### config.mk
export PLATFORM = sky130hd
export DESIGN_NAME = pwm_fade_ctrl
export DESIGN_NICKNAME = d
export VERILOG_FILES = /design/src/rtl/pwm_fade_ctrl.sv
export SDC_FILE = /design/constraint.sdc
export NUM_CORES = 1
export LEC_CHECK = 0
export ABC_AREA = 1
export CORE_UTILIZATION = 49
export CTS_CLUSTER_DIAMETER = 120
export DETAILED_ROUTE_END_ITERATION = 16
export GPL_ROUTABILITY_DRIVEN = 0
export GPL_TIMING_DRIVEN = 1
export HOLD_SLACK_MARGIN = 0.08
export PLACE_DENSITY = 0.71
export SLEW_MARGIN = 25
export SYNTH_ARGS = -nofsm -noshare
export SYNTH_HDL_FRONTEND = slang
export SYNTH_SLANG_ARGS = --single-unit
### constraint.sdc
create_clock -name clk -period 3.65 [get_ports clk]
set_input_delay 0.73 -clock clk [delete_from_list [all_inputs] [get_ports clk]]
set_output_delay 0.73 -clock clk [all_outputs]
set_load 0.02 [all_outputs]
### src/rtl/pwm_fade_ctrl.sv
// PWM duty fader: ramps a registered duty value one LSB at a time toward a
// destination, optionally breathing between the target and zero with a dwell.
module pwm_fade_ctrl #(
  parameter int DW = 8,
  parameter int TW = 16
) (
  input  logic          clk,
  input  logic          rst,
  input  logic          req,
  input  logic [DW-1:0] target,
  input  logic          loop,
  input  logic [TW-1:0] step_div,
  input  logic [TW-1:0] hold_div,
  input  logic          stop,
  output logic          ack,
  output logic          busy,
  output logic          done,
  output logic          dir,
  output logic [DW-1:0] pwm_data
);

  typedef enum logic [1:0] {IDLE, RAMP, HOLD} state_t;

  state_t        state;
  logic [TW-1:0] timer;
  logic [TW-1:0] step_q;
  logic [TW-1:0] hold_q;
  logic [DW-1:0] tgt_q;
  logic          loop_q;
  logic [DW-1:0] dest;
  logic [DW-1:0] pwm_nxt;
  logic [DW-1:0] dest_nxt;

  // Only used when pwm_data != dest, so the one-LSB move never wraps or overshoots.
  always_comb begin
    pwm_nxt  = (dest > pwm_data) ? pwm_data + DW'(1) : pwm_data - DW'(1);
    dest_nxt = (dest != '0) ? '0 : tgt_q;
  end

  always_ff @(posedge clk or posedge rst) begin
    if (rst) begin
      state    <= IDLE;
      timer    <= '0;
      step_q   <= '0;
      hold_q   <= '0;
      tgt_q    <= '0;
      loop_q   <= 1'b0;
      dest     <= '0;
      pwm_data <= '0;
      ack      <= 1'b0;
      done     <= 1'b0;
      busy     <= 1'b0;
      dir      <= 1'b0;
    end else begin
      ack  <= 1'b0;
      done <= 1'b0;
      case (state)
        IDLE: begin
          dir <= 1'b0;
          if (req) begin
            tgt_q  <= target;
            loop_q <= loop;
            step_q <= step_div;
            hold_q <= hold_div;
            dest   <= target;
            timer  <= '0;
            ack    <= 1'b1;
            busy   <= 1'b1;
            dir    <= (target > pwm_data);
            state  <= RAMP;
          end
        end
        RAMP: begin
          if (stop) begin
            state <= IDLE;
            timer <= '0;
            busy  <= 1'b0;
            dir   <= 1'b0;
          end else if (pwm_data == dest) begin
            timer <= '0;
            dir   <= 1'b0;
            if (loop_q) begin
              state <= HOLD;
            end else begin
              state <= IDLE;
              busy  <= 1'b0;
              done  <= 1'b1;
            end
          end else if (timer == step_q) begin
            timer    <= '0;
            pwm_data <= pwm_nxt;
            dir      <= (dest > pwm_nxt);
          end else begin
            timer <= timer + TW'(1);
            dir   <= (dest > pwm_data);
          end
        end
        HOLD: begin
          if (stop) begin
            state <= IDLE;
            timer <= '0;
            busy  <= 1'b0;
            dir   <= 1'b0;
          end else if (timer == hold_q) begin
            dest  <= dest_nxt;
            timer <= '0;
            dir   <= (dest_nxt > pwm_data);
            state <= RAMP;
          end else begin
            timer <= timer + TW'(1);
          end
        end
        default: begin
          state <= IDLE;
          busy  <= 1'b0;
          dir   <= 1'b0;
        end
      endcase
    end
  end

endmodule

==> key figures <==
Synth
  • Ranking of synthesized cells by area: dfrtp_1 (39%), nand2_1 (18%), ha_1 (11%)
  • Synth Warn #: 0
  • Post-Syn Instances: about 700
  • Mapped Area: approximately 5000 um^2
  • Synthesized area per cell: roughly 7.4 um^2
  • Top-area cell type share of the netlist area: 39.3%
  • Count of state elements after synthesis: 79
  • Yosys cell types: 28
  • Synthesized Nets: just under 800
  • Top cell type by total area after synthesis: dfrtp_1
  • Sequential fraction of the synthesis area: 39.3%

Clock network
  • Clock Path Buffers: 2
  • Clock Latency Late Sink: 0.36 ns
  • Sink Count: between 70 and 80
  • CTS tree: yes
  • Reg clk slew, reported paths: 0.08 ns
  • CTS Hold Bufs: 0
  • Root Driver: clkbuf_8
  • Inserted Clock Buffers: 9
  • H-tree levels: 3

Pwr
  • Cell Int Power: approximately 2300 uW
  • PwrDens: 670 nW/um^2
  • Comb pwr share: between 50% and 60%
  • Switch share: around 44%
  • P_leak: 0.00307 uW
  • Overall Power: roughly 4100 uW
  • Max rail drop VDD: between 200 and 300 uV
  • Clk pwr share: 14.4%
  • NetSw: around 1800 uW
  • Seq pwr share: around 34%

GRT
  • Largest net degree at the start of global routing: 50
  • GRT Util Overall: about 24%
  • First-pass GRT wire length: between 15000 and 20000 um
  • Grt ovf: 0
  • Vias in the first global route: between 4000 and 5000
  • Initial antenna violation count: 0

Floorplan
  • DIE AREA: ~11000 um^2
  • # IOs: 57
  • Die height: 103 um
  • Num rows: 36
  • Initial Util: around half
  • Die width: ~100 um
  • Core ar.: between 9000 and 10000 um^2

Cells and area
  • Reg area: around 2000 um^2
  • Multi-input gate area: around 2700 um^2
  • # fillers: 900
  • Synth-to-layout area growth: 20.8%
  • Ratio of cells with drive above 1 in the final layout: 9.23%
  • Ant. Diodes: 0
  • Non-filler cells in the finished layout: between 800 and 900
  • Nets: 844

Timing
  • Clock skew: roughly 0.0087 ns
  • Max transition margin: a little under three fifths
  • Worst Max-Slew Pin Slew: 0.672 ns
  • Post-route clock period utilization: about 95%
  • Fmax: between 200 and 300 MHz
  • Hold slack: 0.454 ns
  • Period minus WS final: 3.45 ns
  • Final hold vios: 0
  • Max-slew violation count: 0
  • Setup violators final: 0
  • Final setup TNS: 0 ns

Setup path
  • CP cell instances: inv_2 -> ha_1 -> a21oi_1 -> nor2_1 -> nor3_2 -> nand2_2 -> nand2_4 -> inv_1 -> fa_2 -> o21ai_2 -> a21oi_1 -> o21bai_1 -> xnor2_1 -> ha_1 -> nand2_1 -> a21oi_1 -> nor2_1 -> nand2_1 -> nand4_1 -> nor2_1 -> o21ai_1 -> nand2_1
  • Critical setup path kind: reg2reg
  • Type of origin of the critical path: register
  • Slowest cell on crit path: dfrtp_1
  • Worst Path Arrival: 3.70 ns
  • Max incr delay on CP: 0.42 ns
  • Crit path max fanout: 8
  • Crit end category: register
  • Flop-to-flop setup slack: 0.20 ns
  • Critical path required time: ~3.9 ns

Hold path
  • Hold/Removal Path Class: reg2reg

Detailed routing
  • DR vias/cell: 5.07
  • ANT nets after route: 0
  • DR DRC count: 0
  • Routed WL per cell: 13.2 um
  • WL final: roughly 12000 um
  • Iteration-0 DRC Markers: around 160
  • First drt pass iteration count: 5
  • Vias after detailed routing: between 4000 and 5000

Placed design
  • IO buf count: 56
  • Placed cell count: a little under 900
  • Post-DP HPWL: around 8800 um

Status
  • Outcome: finished, final reports clean

Run
  • Max-cap violations: 0
## registers in the layout, indices dropped and copies added (netlist names)
name	count
ack	1
busy	1
dest	8
dir	1
done	1
hold_q	16
loop_q	1
pwm_data	8
state	2
step_q	16
tgt_q	8
timer	16
## cell type report
| type | instances | share of cell area [%] |
|---|---|---|
| clock buffer | 13 | 2.61 |
| inverter | 83 | 5.13 |
| sequential | 79 | 32.6 |
| timing repair buffer | 77 | 12.0 |
| clock inverter | 1 | 0.0823 |
| tap | 133 | 2.74 |
| multi-input combinational | 505 | 44.9 |
## worst max-delay path: cells and delay by family (launching register included)
kind | cells | cell delay, ns
simple gates | 10 | 0.92
fa+ha+maj | 3 | 0.94
buf+inv | 2 | 0.15
xor+xnor | 1 | 0.18
compound gates | 6 | 0.72
flops | 1 | 0.42
## path summary, 6_finish.rpt
kind | start | to | cells past startpoint
hold reg to reg | loop_q | done | 1
setup reg to reg | pwm_data[5] | dir | 22
min in group asynchronous | rst | step_q[15] | 2
hold / removal | loop_q | done | 1
max in group asynchronous | rst | pwm_data[3] | 3
setup / recovery | pwm_data[5] | dir | 22
## stage by stage
stage	util [%]	setup WS [ns]	area [um^2]
after floorplan	-	0.121	5030
after global placement	58.7	0.128	5790
after detailed placement	58.7	-0.136	5790
after CTS	60.4	0.0210	5960
after global routing	61.6	-0.0207	6080
final	61.6	0.200	6080
## cell usage in the layout (no fill, tap or decap), types with 11 or more instances in the layout
cell	instances
ha_1	42
nor2_1	68
buf_4	20
clkbuf_8	11
nand2_1	232
a21oi_1	20
xor2_1	25
dfrtp_1	77
nand3_1	24
inv_1	72
o21ai_0	46
clkdlybuf4s50_1	56
## power groups by stage
stage	sequential, uW	combinational (uW)	clock [uW]
3_5_place_dp	1390	1950	0
5_1_grt	1400	2420	636
6_report	1370	2120	587
2_1_floorplan	1370	1400	0
4_1_cts	1370	1980	607
3_3_place_gp	1380	1890	0
## kinds of logic after synthesis
family,share of synthesized area (%)
flops,39.3
xor+xnor,4.87
simple gates,28.0
buf+inv,7.93
compound gates,8.80
fa+ha+maj,11.1
## repair_timing
action                     in CTS  in global routing
setup endpoints to repair       1                  1
resized for setup               2                 24
buffers inserted                0                  7
pin swaps                       0                  8
## cell usage after synthesis (all sizes together)
master / instances
a21oi: 23
o22ai: 1
buf: 5
inv: 81
clkinv: 2
nand2: 239
nor3b: 2
xor2: 25
dfrtp: 79
xnor2: 3
ha: 43
o21ai: 54
o21bai: 1
nor3: 5
nor4: 1
a21o: 1
nand3: 24
clkbuf: 10
fa: 1
nor2: 72
nand4: 8
nand3b: 2
## metal layers
metal	global-route usage, %	vias to the layer above	part of all wire (%)
met1	28.9	2070	43
li1	-	2283	-
met3	3.29	37	4.0
met2	43.0	131	50
met5	0	-	0
met4	12.2	0	3.4
No activity file was read; power rests on OpenSTA's default activity.
